<file path="src/rtl/cla_addsub_seq.sv">
// Multi-cycle carry-lookahead adder/subtractor: one SLICE-bit lookahead group per clock,
// with the inter-slice carry held in a register and a start/busy/ready handshake.
module cla_addsub_seq #(
  parameter int unsigned WIDTH = 8,
  parameter int unsigned SLICE = 4
) (
  input  logic             clk,
  input  logic             rst_n,
  input  logic             start,
  input  logic             mode,
  input  logic             c_in,
  input  logic [WIDTH-1:0] A,
  input  logic [WIDTH-1:0] B,
  output logic [WIDTH-1:0] result,
  output logic             c_out,
  output logic             ovf,
  output logic             zero,
  output logic             busy,
  output logic             ready
);

  localparam int unsigned NSLICE = WIDTH / SLICE;
  localparam int unsigned CntW = (NSLICE > 1) ? $clog2(NSLICE) : 1;
  localparam logic [CntW-1:0] LastCnt = CntW'(NSLICE - 1);

  typedef enum logic [1:0] {StIdle, StCalc, StDone} state_e;

  state_e state_q, state_d;

  logic [WIDTH-1:0] a_q, a_d, b_q, b_d, result_q, result_d;
  logic [CntW-1:0]  cnt_q, cnt_d;
  logic             carry_q, carry_d;
  logic             c_out_q, c_out_d, ovf_q, ovf_d, zero_q, zero_d, ready_q, ready_d;
  logic             accept, last;

  logic [SLICE-1:0] s_a, s_b, s_g, s_p, s_sum;
  logic [SLICE:0]   s_c;
  logic             acc, pp;
  int unsigned      base;

  assign accept = start && (state_q != StCalc);
  assign last   = (state_q == StCalc) && (cnt_q == LastCnt);

  // Slice carries are fully expanded from the slice carry-in: no ripple inside the group.
  always_comb begin
    base   = 32'(cnt_q) * SLICE;
    s_a    = a_q[base +: SLICE];
    s_b    = b_q[base +: SLICE];
    s_g    = s_a & s_b;
    s_p    = s_a | s_b;
    s_c    = '0;
    s_c[0] = carry_q;
    acc    = 1'b0;
    pp     = 1'b1;
    for (int i = 0; i < SLICE; i++) begin
      acc = 1'b0;
      pp  = 1'b1;
      for (int j = i; j >= 0; j--) begin
        acc = acc | (pp & s_g[j]);
        pp  = pp & s_p[j];
      end
      s_c[i+1] = acc | (pp & carry_q);
    end
    s_sum = s_a ^ s_b ^ s_c[SLICE-1:0];
  end

  always_comb begin
    a_d      = a_q;
    b_d      = b_q;
    carry_d  = carry_q;
    cnt_d    = cnt_q;
    result_d = result_q;
    c_out_d  = c_out_q;
    ovf_d    = ovf_q;
    zero_d   = zero_q;
    ready_d  = 1'b0;
    if (accept) begin
      a_d      = A;
      b_d      = mode ? ~B : B;
      carry_d  = mode ? ~c_in : c_in;
      cnt_d    = '0;
      result_d = '0;
    end else if (state_q == StCalc) begin
      result_d[base +: SLICE] = s_sum;
      carry_d = s_c[SLICE];
      cnt_d   = cnt_q + 1'b1;
      if (last) begin
        cnt_d   = '0;
        c_out_d = s_c[SLICE];
        ovf_d   = (a_q[WIDTH-1] == b_q[WIDTH-1]) && (result_d[WIDTH-1] != a_q[WIDTH-1]);
        zero_d  = (result_d == '0);
        ready_d = 1'b1;
      end
    end
  end

  always_ff @(posedge clk or negedge rst_n) begin
    if (!rst_n) begin
      a_q      <= '0;
      b_q      <= '0;
      carry_q  <= 1'b0;
      cnt_q    <= '0;
      result_q <= '0;
      c_out_q  <= 1'b0;
      ovf_q    <= 1'b0;
      zero_q   <= 1'b0;
      ready_q  <= 1'b0;
    end else begin
      a_q      <= a_d;
      b_q      <= b_d;
      carry_q  <= carry_d;
      cnt_q    <= cnt_d;
      result_q <= result_d;
      c_out_q  <= c_out_d;
      ovf_q    <= ovf_d;
      zero_q   <= zero_d;
      ready_q  <= ready_d;
    end
  end

  always_ff @(posedge clk or negedge rst_n) begin
    if (!rst_n) begin
      state_q <= StIdle;
    end else begin
      state_q <= state_d;
    end
  end

  always_comb begin
    state_d = state_q;
    unique case (state_q)
      StIdle, StDone: if (start) state_d = StCalc;
      StCalc:         if (cnt_q == LastCnt) state_d = StDone;
      default:        state_d = StIdle;
    endcase
  end

  always_comb begin
    busy   = (state_q == StCalc);
    ready  = ready_q;
    result = result_q;
    c_out  = c_out_q;
    ovf    = ovf_q;
    zero   = zero_q;
  end

endmodule

</file>
<file path="config.mk">
export PLATFORM = sky130hd
export DESIGN_NAME = cla_addsub_seq
export DESIGN_NICKNAME = d
export VERILOG_FILES = /design/src/rtl/cla_addsub_seq.sv
export SDC_FILE = /design/constraint.sdc
export NUM_CORES = 1
export LEC_CHECK = 0
export CORE_UTILIZATION = 35
export CTS_CLUSTER_SIZE = 30
export DETAILED_ROUTE_END_ITERATION = 16
export SLEW_MARGIN = 20
export SYNTH_ARGS = -nofsm -noshare
export SYNTH_HDL_FRONTEND = slang
export SYNTH_SLANG_ARGS = --single-unit
</file>
<file path="constraint.sdc">
create_clock -name clk -period 2.2 [get_ports clk]
set_input_delay 0.22 -clock clk [delete_from_list [all_inputs] [get_ports clk]]
set_output_delay 0.22 -clock clk [all_outputs]
set_load 0.02 [all_outputs]
</file>
# Word-level counts from Yosys, hierarchy flattened
# Cells that the tools add are included.
totals:
  word_cells: 81
  ff_bits: 32
  output_inout_bits: 13
  input_bits: 21
op_classes:
  n_addsub: 2
  mux: 16
  n_shift: 4
  n_eq_ne: 7
  bitwise_logic: 33
  n_reduce_logical: 9
op_table:
  columns: ["cell", "count"]
  rows:
  - ["$neg 3->34", 1]
  - ["$shift 4x34->8 const A", 1]
  - ["$shiftx 4x34->8", 1]
  - ["$mux 8", 3]
  - ["$and 1x1->1", 16]
  - ["$shiftx 8x4->4", 2]
  - ["$or 1x1->1", 10]
  - ["$mux 1", 9]
  - ["$bwmux 8", 1]
  - ["$logic_not 8->1", 1]
  - ["$not 8->8", 1]
  - ["$xor 4x4->4", 2]
  - ["$and 4x4->4", 1]
  - ["$mux 2", 2]
  - ["$ne 2x1->1 const B", 2]
  - ["$or 4x4->4", 1]
  - ["$pmux 2 s2", 1]
  - ["$logic_and 1x1->1", 3]
  - ["$reduce_and 3->1", 1]
  - ["$eq 2x1->1 const B", 1]
  - ["$eq 2x2->1 const B", 1]
  - ["$logic_not 2->1", 1]
  - ["$ne 2x2->1 const B", 1]
  - ["$not 1->1", 2]
  - ["other kinds (6)", 6]

# Depth between registers and ports, before layout
# Gate-level depths: netlist of the first run.
depth:
  depth_word: 11
  depth_mapped: 9

# Worst setup path before layout of the first run
# No wires, ideal clock.
synth_path:
  kind: "reg-to-reg"
  from: "reg cnt_q"
  to: "reg zero_q (netlist: zero)"
  path_stages_with_launch: 9
  path_slack_ns: 0.110
  t_arrival_ns: 1.972
  path_buffers: 1
  required_time_ns: 2.082
  path_cell_list: "dfrtp_1 -> buf_2 -> mux2i_1 -> inv_1 -> ha_1 -> o31a_2 -> xor2_1 -> nor4b_2 -> a21o_1"
synth_between:
  elab_chain_len: 10
  word_cells_on_any_way: 28
  cone_classes: "1 x add/sub; 4 x shift; 1 x mux; 19 x bitwise; 3 x reduce/logical"
synth_rtl:
  columns: ["element", "line", "source"]
  rows:
  - ["start, declared", "31", "logic [CntW-1:0] cnt_q, cnt_d;"]
  - ["start signal, assigned", "112", "cnt_q <= cnt_d;"]
  - ["$shiftx 8x4->4, on equally long branches", "47, 48", null]
  - ["$or 4x4->4 / $and 4x4->4 (equally long branches)", "50, 49", null]
  - ["$and 1x1->1, on equally long branches", "59, 60", null]
  - ["$or 1x1->1 (tied with other cells)", "59", "acc = acc | (pp & s_g[j]);"]
  - ["$or 1x1->1 / $and 1x1->1 (equally long branches)", "59, 62", null]
  - ["$or 1x1->1", "62", "s_c[i+1] = acc | (pp & carry_q);"]
  - ["$xor 4x4->4", "64", "s_sum = s_a ^ s_b ^ s_c[SLICE-1:0];"]
  - ["$shiftx 4x34->8", "84", "result_d[base +: SLICE] = s_sum;"]
  - ["$bwmux 8", "84", null]
  - ["$logic_not 8->1", "91", "zero_d = (result_d == '0);"]
  - ["end signal, assigned", "116", "zero_q <= zero_d;"]
  - ["end, declared", "33", "logic c_out_q, c_out_d, ovf_q, ovf_d, zero_q, zero_d, ready_q, ready_d;"]
# Several ways; a longest one is shown, not always the timed one.
# A chain may end at the register's enable or synchronous reset.

# Worst setup path after layout of the first run
# Ends and elaborated chain as after synthesis.

==> results.json, run 1 <==
{
  "crit_buf_inv": 2,
  "crit_slowest_cell": "dfrtp_1",
  "synth_area_um2": 1660,
  "grt_overflow_total": 0,
  "cts_buffers": 5,
  "synth_common_cells": "dfrtp_1 (32), o21ai_0 (21), nand2_1 (20)",
  "gp_congestion": 0.804,
  "combPwrFrac_pct": 59.3,
  "grt_pass1_wl_um": 5640,
  "p_int_uw": 2150,
  "fin_crit_ns": 2.15,
  "yosysSeqAreaShare_pct": 48.1,
  "rsz0062_at_grt": "true",
  "drv_cap": 0,
  "p_sw_uw": 1490,
  "core-area_um2": 4470,
  "vdd_drop_max_uv": 519,
  "fmax_mhz": 465,
  "postSynthAreaPerCell_um2": 10.8,
  "min_path_type": "primary input to async pin",
  "die_x_um": 71.0,
  "track_usage_pct": 14.8,
  "clockRootBuffer": "clkbuf_8",
  "path_clk_slew_ns": 0.06,
  "ant_nets": 0,
  "synth_nets": 185,
  "worst_hold_slack_ns": 0.345,
  "nets": 228,
  "r2r-end": "zero",
  "synth_top_area_cell": "dfrtp_1",
  "dpl-instance-area_um2": 2100,
  "setup.worst_path.class": "flop to flop",
  "synth_edf_count": 0,
  "first_pass_iters": 12,
  "insertion_delay_ns": 0.28,
  "rr_worst_depth": 9,
  "port-buffer-count": 33,
  "drc": 2,
  "die_height_um": 71.0,
  "outcome": "finished, violations left",
  "slew_violations": 0,
  "cts_buffer_depth": 2,
  "end_kind": "flop",
  "cts_hold_buf": 0,
  "slowest_delay_ns": 0.41,
  "yosysWarningCount": 0,
  "grt_max_degree": 33,
  "async_flop_share_pct": 100,
  "worst_pin_slew_ns": 0.483,
  "final_area_um2": 2270,
  "synth_seq_cells": 32,
  "reg2reg_slack_ns": 0.05,
  "vias": 1183,
  "post_drt_via_cell_ratio": 4.75,
  "n_antenna_cell": 0,
  "post-synth-top-area-fraction_pct": 48.1,
  "path_cells": "buf_12 -> mux2i_4 -> inv_1 -> ha_2 -> nor2b_4 -> or3_1 -> o211ai_2 -> nor4b_4 -> a21o_1",
  "dp_hpwl_um": 2480,
  "antenna_found_initial": 0,
  "synth_cells": 154,
  "htree_levels": 2,
  "worstPathRequired_ns": 2.42,
  "failed_checks": "design-rule violations",
  "clock_skew_ns": 0.00277,
  "avgRoutedWirePerCell_um": 12.8,
  "critPathTopFamily": "simple AND/OR/NAND/NOR gates",
  "finalHoldViolations": 0,
  "row_count": 24,
  "p_per_area_nw_per_um2": 1600,
  "synth-main-ff-cell": "dfrtp_1",
  "relSlewSlack_pct": 67.5,
  "yosys-top-cells-area": "dfrtp_1 (48%), ha_1 (6.8%), o21ai_0 (6.3%)",
  "grt_pass1_vias": 1211,
  "yosysMostFrequentCell": "dfrtp_1",
  "clock_sinks": 32,
  "start_util_pct": 37.2,
  "arrival_ns": 2.37,
  "dieArea_um2": 5030,
  "swShare_pct": 40.9,
  "final.period_utilization_pct": 97.8,
  "total_power_uw": 3640,
  "cts_tree": "done",
  "seqPwrFrac_pct": 29.2,
  "setup_violations": 0,
  "drive_gt1_share_pct": 22.8,
  "cp-start-kind": "flop",
  "syn_to_final_growth_pct": 36.7,
  "io_pins": 34,
  "clock_power_share_pct": 11.5,
  "ys_types": 31,
  "drt_wl_total_um": 3180,
  "drtIter0Drc": 62,
  "total_leakage_power_uw": 0.00101,
  "r2r_start": "cnt_q",
  "crit_fanout": 5
}
cell families (layout without fill, tap and decap cells):
kind of cell / after synthesis / count (layout) / synth area share (%)
AND/OR/NAND/NOR: 38 / 38 / 12.6
flip-flops: 32 / 32 / 48.1
AO/OA/AOI/OAI: 30 / 30 / 11.2
buffers and inverters: 17 / 60 / 4.14
multiplexers: 16 / 16 / 10.2
XOR/XNOR: 11 / 11 / 5.79
adder cells (fa/ha/maj): 10 / 10 / 7.97
worst register-to-register path: cells and delay by family (launching register included):
family,cells,cell delay (ns)
adders and majority gates,1,0.19
AOI/OAI and AO/OA,2,0.36
buffers and inverters,2,0.21
muxes,1,0.23
and+or+nand+nor,3,0.68
DFF,1,0.41
cell usage in the layout, fill, tap and decap left out, types with 2 or more instances in the layout:
cell             Yosys  routed
clkdlybuf4s50_1      0      33
dfrtp_1             32      32
o21ai_0             21      21
nand2_1             20      20
inv_1               10      10
xnor2_1              9       9
mux2_2               8       8
ha_1                 9       7
buf_4                0       6
mux2i_2              0       5
clkbuf_8             0       5
nor2_1               4       4
mux2i_4              0       3
inv_2                2       2
nor2b_4              2       2
o211ai_1             2       2
nand2b_1             2       2
nand3_1              2       2
nand4_1              2       2
xor2_2               0       2
a22o_1               2       2
ha_2                 0       2
final cells by class:
cell class              instances  area, um2
clock buffers                   6       72.6
clock inverters                 1       5.00
fillers                       407       2200
inverters                      12       45.0
multi-input cells             105        880
flip-flops and latches         32        801
well taps                      52       65.1
repair buffers                 41        407
power groups by stage:
| stage | sequential (uW) | combinational [uW] | clock (uW) |
|---|---|---|---|
| 3_3_place_gp | 1020 | 1880 | 0 |
| 6_report | 1060 | 2160 | 417 |
| 3_5_place_dp | 1030 | 1920 | 0 |
| 5_1_grt | 1100 | 2390 | 461 |
| 4_1_cts | 1020 | 1920 | 434 |
| 2_1_floorplan | 1070 | 1260 | 0 |
per-stage QoR:
step	instances	util [%]	setup WS, ns	setup TNS [ns]
final	249	50.8	0.0477	0
after global routing	249	50.8	-0.0700	-0.109
after CTS	248	48.7	0.0359	0
after detailed placement	241	47.0	0.0448	0
after global placement	241	47.0	0.123	0
after floorplan	154	-	0.110	0
routing by layer:
layer | track usage, % | vias to the layer above | share of wire, %
met1 | 18.7 | 539 | 46
met3 | 5.27 | 6 | 5.7
met4 | 4.67 | 0 | 1.4
met2 | 23.8 | 38 | 47
li1 | - | 600 | -
met5 | 0 | - | 0
flip-flops by register name (all words and copies together), names as in the netlist:
signal	flops
a_q	8
b_q	8
c_out	1
carry_q	1
cnt_q	1
ovf	1
ready	1
result	8
state_q	2
zero	1
what timing repair did:
action | 4_1_cts | 5_1_grt
gates resized for setup | 0 | 17
setup endpoints to repair | 0 | 2
buffers inserted | 0 | 1
endpoints found under the hold margin | 0 | 0
worst max path at each step:
stage,slack [ns],cells after the start,startpoint,endpoint
5_1_grt,-0.07,9,cnt_q,zero
2_1_floorplan,0.11,8,cnt_q,zero
3_3_place_gp,0.12,7,cnt_q,zero
4_1_cts,0.04,9,cnt_q,zero
6_report,0.05,9,cnt_q,zero
3_5_place_dp,0.04,9,cnt_q,zero
(Power assumes the default switching activity.)
==> run 2: changes to the inputs <==
Clock period 2.2 ns to 1.95 ns, I/O delays scaled along.
==> run 2 against run 1 <==
Compared with the run above:
- the run ends with negative setup slack left
- worst hold slack worse by 0.027 ns
- clock skew is 0.0030 ns higher
- non-clock buffer count is 13 higher
- count of clock-buffer cells in the layout is 2 higher
- routed wire length is 15% higher
- critical path depth is 1 lower
- sequential share of layout area is 3.2 points lower
- utilization is 5.0 points higher
- global-route usage is 0.56 points higher
- first-iteration DRC count is 16% higher
- cell area is 9.9% higher
- worst setup slack worse by 0.29 ns
- largest power group unchanged
==> results.json, run 2 (synthesized netlist as in run 1, its figures left out) <==
{
  "fin_crit_ns": 2.19,
  "worst_pin_slew_ns": 0.474,
  "setup.worst_path.class": "flop to flop",
  "slew_violations": 0,
  "vdd_drop_max_uv": 723,
  "die_x_um": 71.0,
  "dieArea_um2": 5030,
  "dpl-instance-area_um2": 2180,
  "path_clk_slew_ns": 0.07,
  "io_pins": 34,
  "failed_checks": "negative setup slack",
  "start_util_pct": 37.2,
  "grt_max_degree": 33,
  "vias": 1292,
  "final_cell_mix": "clkdlybuf4s50_1 (33), dfrtp_1 (32), nand2_1 (20)",
  "die_height_um": 71.0,
  "register_area_um2": 801,
  "cts_buffer_depth": 2,
  "final.period_utilization_pct": 112,
  "r2r_start": "cnt_q",
  "crit_fanout": 6,
  "layout_setup_ws_ns": -0.238,
  "grt_pass1_vias": 1269,
  "grt_overflow_total": 0,
  "final_common_cell": "clkdlybuf4s50_1",
  "final_util_pct": 55.9,
  "final_area_um2": 2500,
  "htree_levels": 2,
  "avgRoutedWirePerCell_um": 13.9,
  "drt_wl_total_um": 3670,
  "cts_buffers": 5,
  "dp_hpwl_um": 2520,
  "row_count": 24,
  "first_pass_iters": 10,
  "port-buffer-count": 33,
  "cp-start-kind": "flop",
  "clock_sinks": 32,
  "drive_gt1_share_pct": 34.6,
  "clock_skew_ns": 0.00580,
  "drv_cap": 0,
  "fill_cells": 369,
  "syn_to_final_growth_pct": 50.2,
  "clockRootBuffer": "clkbuf_8",
  "total_leakage_power_uw": 0.00108,
  "cts_tree": "done",
  "finalHoldViolations": 0,
  "ant_nets": 0,
  "gp_congestion": 0.813,
  "rsz0062_at_grt": "true",
  "post_drt_via_cell_ratio": 4.91,
  "fmax_mhz": 457,
  "insertion_delay_ns": 0.28,
  "antenna_found_initial": 0,
  "drc": 0,
  "worst_hold_slack_ns": 0.317,
  "grt_pass1_wl_um": 5950,
  "reg2reg_slack_ns": -0.24,
  "nets": 241,
  "setup_violations": 6,
  "min_path_type": "primary input to async pin",
  "n_antenna_cell": 0,
  "outcome": "finished, violations left",
  "worstPathRequired_ns": 2.17,
  "track_usage_pct": 15.4,
  "cts_hold_buf": 0,
  "core-area_um2": 4470,
  "end_kind": "flop",
  "drtIter0Drc": 72,
  "crit_path_start": "cnt_q",
  "p_per_area_nw_per_um2": 2090,
  "arrival_ns": 2.41,
  "multi_input_area_um2": 987,
  "relSlewSlack_pct": 68.1
}
## run 2: final timing paths
kind                                   to  cells past startpoint
worst max-delay path                 zero                      8
worst min-delay path            result[0]                      2
worst max register to register       zero                      8
worst min register to register  result[5]                      2
max in group asynchronous          b_q[1]                      2
min in group clk                result[5]                      2
## run 2: final cells by class
cell class	instances	share of cell area, %
inverters	12	1.80
well taps	52	2.60
repair buffers	54	20.5
clock buffers	8	3.60
multi-input cells	105	39.5
flip-flops and latches	32	32.0
## run 2: critical path, stage by stage (launching register included)
cell	delay [ns]
dfrtp_1	0.40
buf_12	0.17
mux2i_4	0.26
inv_1	0.07
ha_1	0.25
or3_4	0.38
o211ai_2	0.24
nor4b_4	0.24
a21o_1	0.12
## run 2: per-layer routing
metal / track usage, % / part of all wire (%) / wire (um) / up-vias
li1: - / - / - / 623
met1: 18.7 / 40 / 1480 / 608
met2: 26.3 / 53 / 1940 / 56
met3: 4.56 / 5.4 / 197 / 5
met4: 4.67 / 1.3 / 47 / 0
met5: 0 / 0 / 0 / -
## run 2: power breakdown
group | switching, uW | total [uW] | internal [uW] | leakage (uW)
Combinational | 1600 | 3480 | 1880 | 0.000637
Clock | 242 | 529 | 288 | 0.0000455
Sequential | 244 | 1210 | 966 | 0.000401
## run 2: timing repair
action,in CTS,in global routing
resized for setup,5,40
endpoints found under the setup margin,6,8
pin swaps,3,10
setup buffers,2,3
## run 2: per-stage QoR
stage                     setup slack [ns]  setup TNS (ns)  total power [uW]  cells
after floorplan                    -0.0279         -0.0360              2660    154
after global placement              -0.147          -0.320              3580    251
after detailed placement            -0.224          -0.689              3660    251
after CTS                           -0.170          -0.612              4370    261
after global routing                -0.352           -1.61              5600    263
final                               -0.238           -1.03              5220    263
==> run 3: changes to the inputs <==
Settings changed: CORE_MARGIN from default to 5.
Clock period 1.95 ns to 2.5 ns, I/O delays scaled along.
==> run 3 against run 2 <==
Compared with the run above:
- the flow now finishes without violations
- die area grew 24%
- register-to-register slack gained 0.51 ns
- utilization shrank 9.8 points
- fmax shrank 1.6%
- combinational power shrank 54%
- first-iteration DRC count shrank 33%
- clock skew grew 0.0037 ns
- power shrank 44%
- via count shrank 8.7%
- highest routed layer unchanged
- non-clock buffer count shrank 19
- sequential cell count is the same
- cell area shrank 14%
- largest cell class is now registers
==> results.json, run 3 (synthesized netlist as in run 1, its figures left out) <==
{
  "antenna_found_initial": 0,
  "grt_pass1_wl_um": 5660,
  "dp_hpwl_um": 2550,
  "io_pins": 34,
  "cts_tree": "done",
  "finalHoldViolations": 0,
  "clock_sinks": 32,
  "ant_nets": 0,
  "fmax_mhz": 449,
  "p_per_area_nw_per_um2": 1360,
  "cts_buffers": 5,
  "post_drt_via_cell_ratio": 4.79,
  "slew_violations": 0,
  "total_leakage_power_uw": 0.000975,
  "worst_pin_slew_ns": 0.765,
  "fin_setup_tns_ns": 0,
  "die_x_um": 79.0,
  "drv_cap": 0,
  "drc": 0,
  "n_antenna_cell": 0,
  "arrival_ns": 2.41,
  "setup_violations": 0,
  "port-buffer-count": 33,
  "min_path_type": "primary input to async pin",
  "vias": 1179,
  "cp-start-kind": "flop",
  "grt_overflow_total": 0,
  "clock_skew_ns": 0.00951,
  "insertion_delay_ns": 0.29,
  "end_kind": "flop",
  "final.period_utilization_pct": 89.0,
  "worstPathRequired_ns": 2.68,
  "grt_pass1_vias": 1295,
  "outcome": "completed",
  "cts_buffer_depth": 2,
  "setup.worst_path.class": "flop to flop",
  "drtIter0Drc": 48,
  "syn_to_final_growth_pct": 29.0,
  "cts_hold_buf": 0,
  "grt_max_degree": 33,
  "drive_gt1_share_pct": 15.6,
  "htree_levels": 2,
  "vdd_drop_max_uv": 478,
  "track_usage_pct": 11.7,
  "start_util_pct": 35.7,
  "path_clk_slew_ns": 0.07,
  "die_height_um": 79.0,
  "first_pass_iters": 4,
  "rsz0062_at_grt": "false",
  "relSlewSlack_pct": 48.9,
  "final_cell_mix": "clkdlybuf4s50_1 (33), dfrtp_1 (31), o21ai_0 (21)",
  "dieArea_um2": 6230,
  "core-area_um2": 4660,
  "final_common_cell": "clkdlybuf4s50_1",
  "gp_congestion": 0.812,
  "drt_wl_total_um": 3240,
  "worst_hold_slack_ns": 0.357,
  "avgRoutedWirePerCell_um": 13.2,
  "crit_fanout": 7,
  "fin_crit_ns": 2.22,
  "clockRootBuffer": "clkbuf_8",
  "row_count": 25,
  "nets": 222
}
[run 3: cell count changes in the layout (fill, tap and decap cells not counted), moves of 4 or more]
cell,delta
ha_1,+6
inv_2,-4
o21ai_0,+5
ha_4,-4
mux2i_4,-6
mux2i_1,+8
buf_4,-15
inv_1,+4
[run 3: through the flow]
stage / area (um2) / utilization [%] / total power [uW] / setup WS [ns] / instances
global placement: 2050 / 44.1 / 2480 / 0.261 / 238
finish: 2150 / 46.1 / 2920 / 0.275 / 246
CTS: 2150 / 46.0 / 2960 / 0.158 / 246
global route: 2150 / 46.1 / 3190 / 0.0881 / 246
floorplan: 1660 / - / 2050 / 0.410 / 154
detailed placement: 2050 / 44.1 / 2550 / 0.193 / 238
[run 3: path summary, 6_finish.rpt]
check | from | end | slack, ns | depth (start not counted)
worst min-delay path | rst_n | result[2] | 0.36 | 2
worst max-delay path | cnt_q | zero | 0.28 | 7
max in group asynchronous | rst_n | cnt_q | 1.84 | 2
worst min register to register | ovf | ovf | 0.48 | 2
min in group clk | ovf | ovf | 0.48 | 2
worst max register to register | cnt_q | zero | 0.28 | 7
[run 3: per-layer routing]
layer | track usage (%) | wire length (um) | up-vias | share of wire [%]
li1 | - | - | 593 | -
met1 | 13.3 | 1400 | 545 | 43
met2 | 20.0 | 1540 | 34 | 47
met3 | 4.42 | 222 | 7 | 6.9
met4 | 4.47 | 78 | 0 | 2.4
met5 | 0 | 0 | - | 0
[run 3: report_power, final]
group / internal (uW) / switching, uW
clock network: 219 / 186
registers: 754 / 154
logic: 736 / 869
total: 1710 / 1210
[run 3: layout make-up]
type,instances,area [um2]
Fill cell,436,2510
Sequential cell,32,802
Multi-Input combinational cell,105,795
Timing Repair Buffer,35,345
Clock buffer,6,82.6
Tap cell,54,67.6
Inverter,12,45.0
Clock inverter,2,10.0
[run 3: timing repair]
item / CTS / global route
buffers inserted: 0 / 0
resized for setup: 0 / 1
endpoints found under the setup margin: 0 / 1
[run 3: worst max-delay path, cell delays in order, from the launching register on]
cell,delay (ns)
dfrtp_2,0.48
mux2i_1,0.40
inv_1,0.13
ha_1,0.20
o31a_2,0.35
xor2_1,0.31
nor4b_2,0.08
a21o_1,0.16
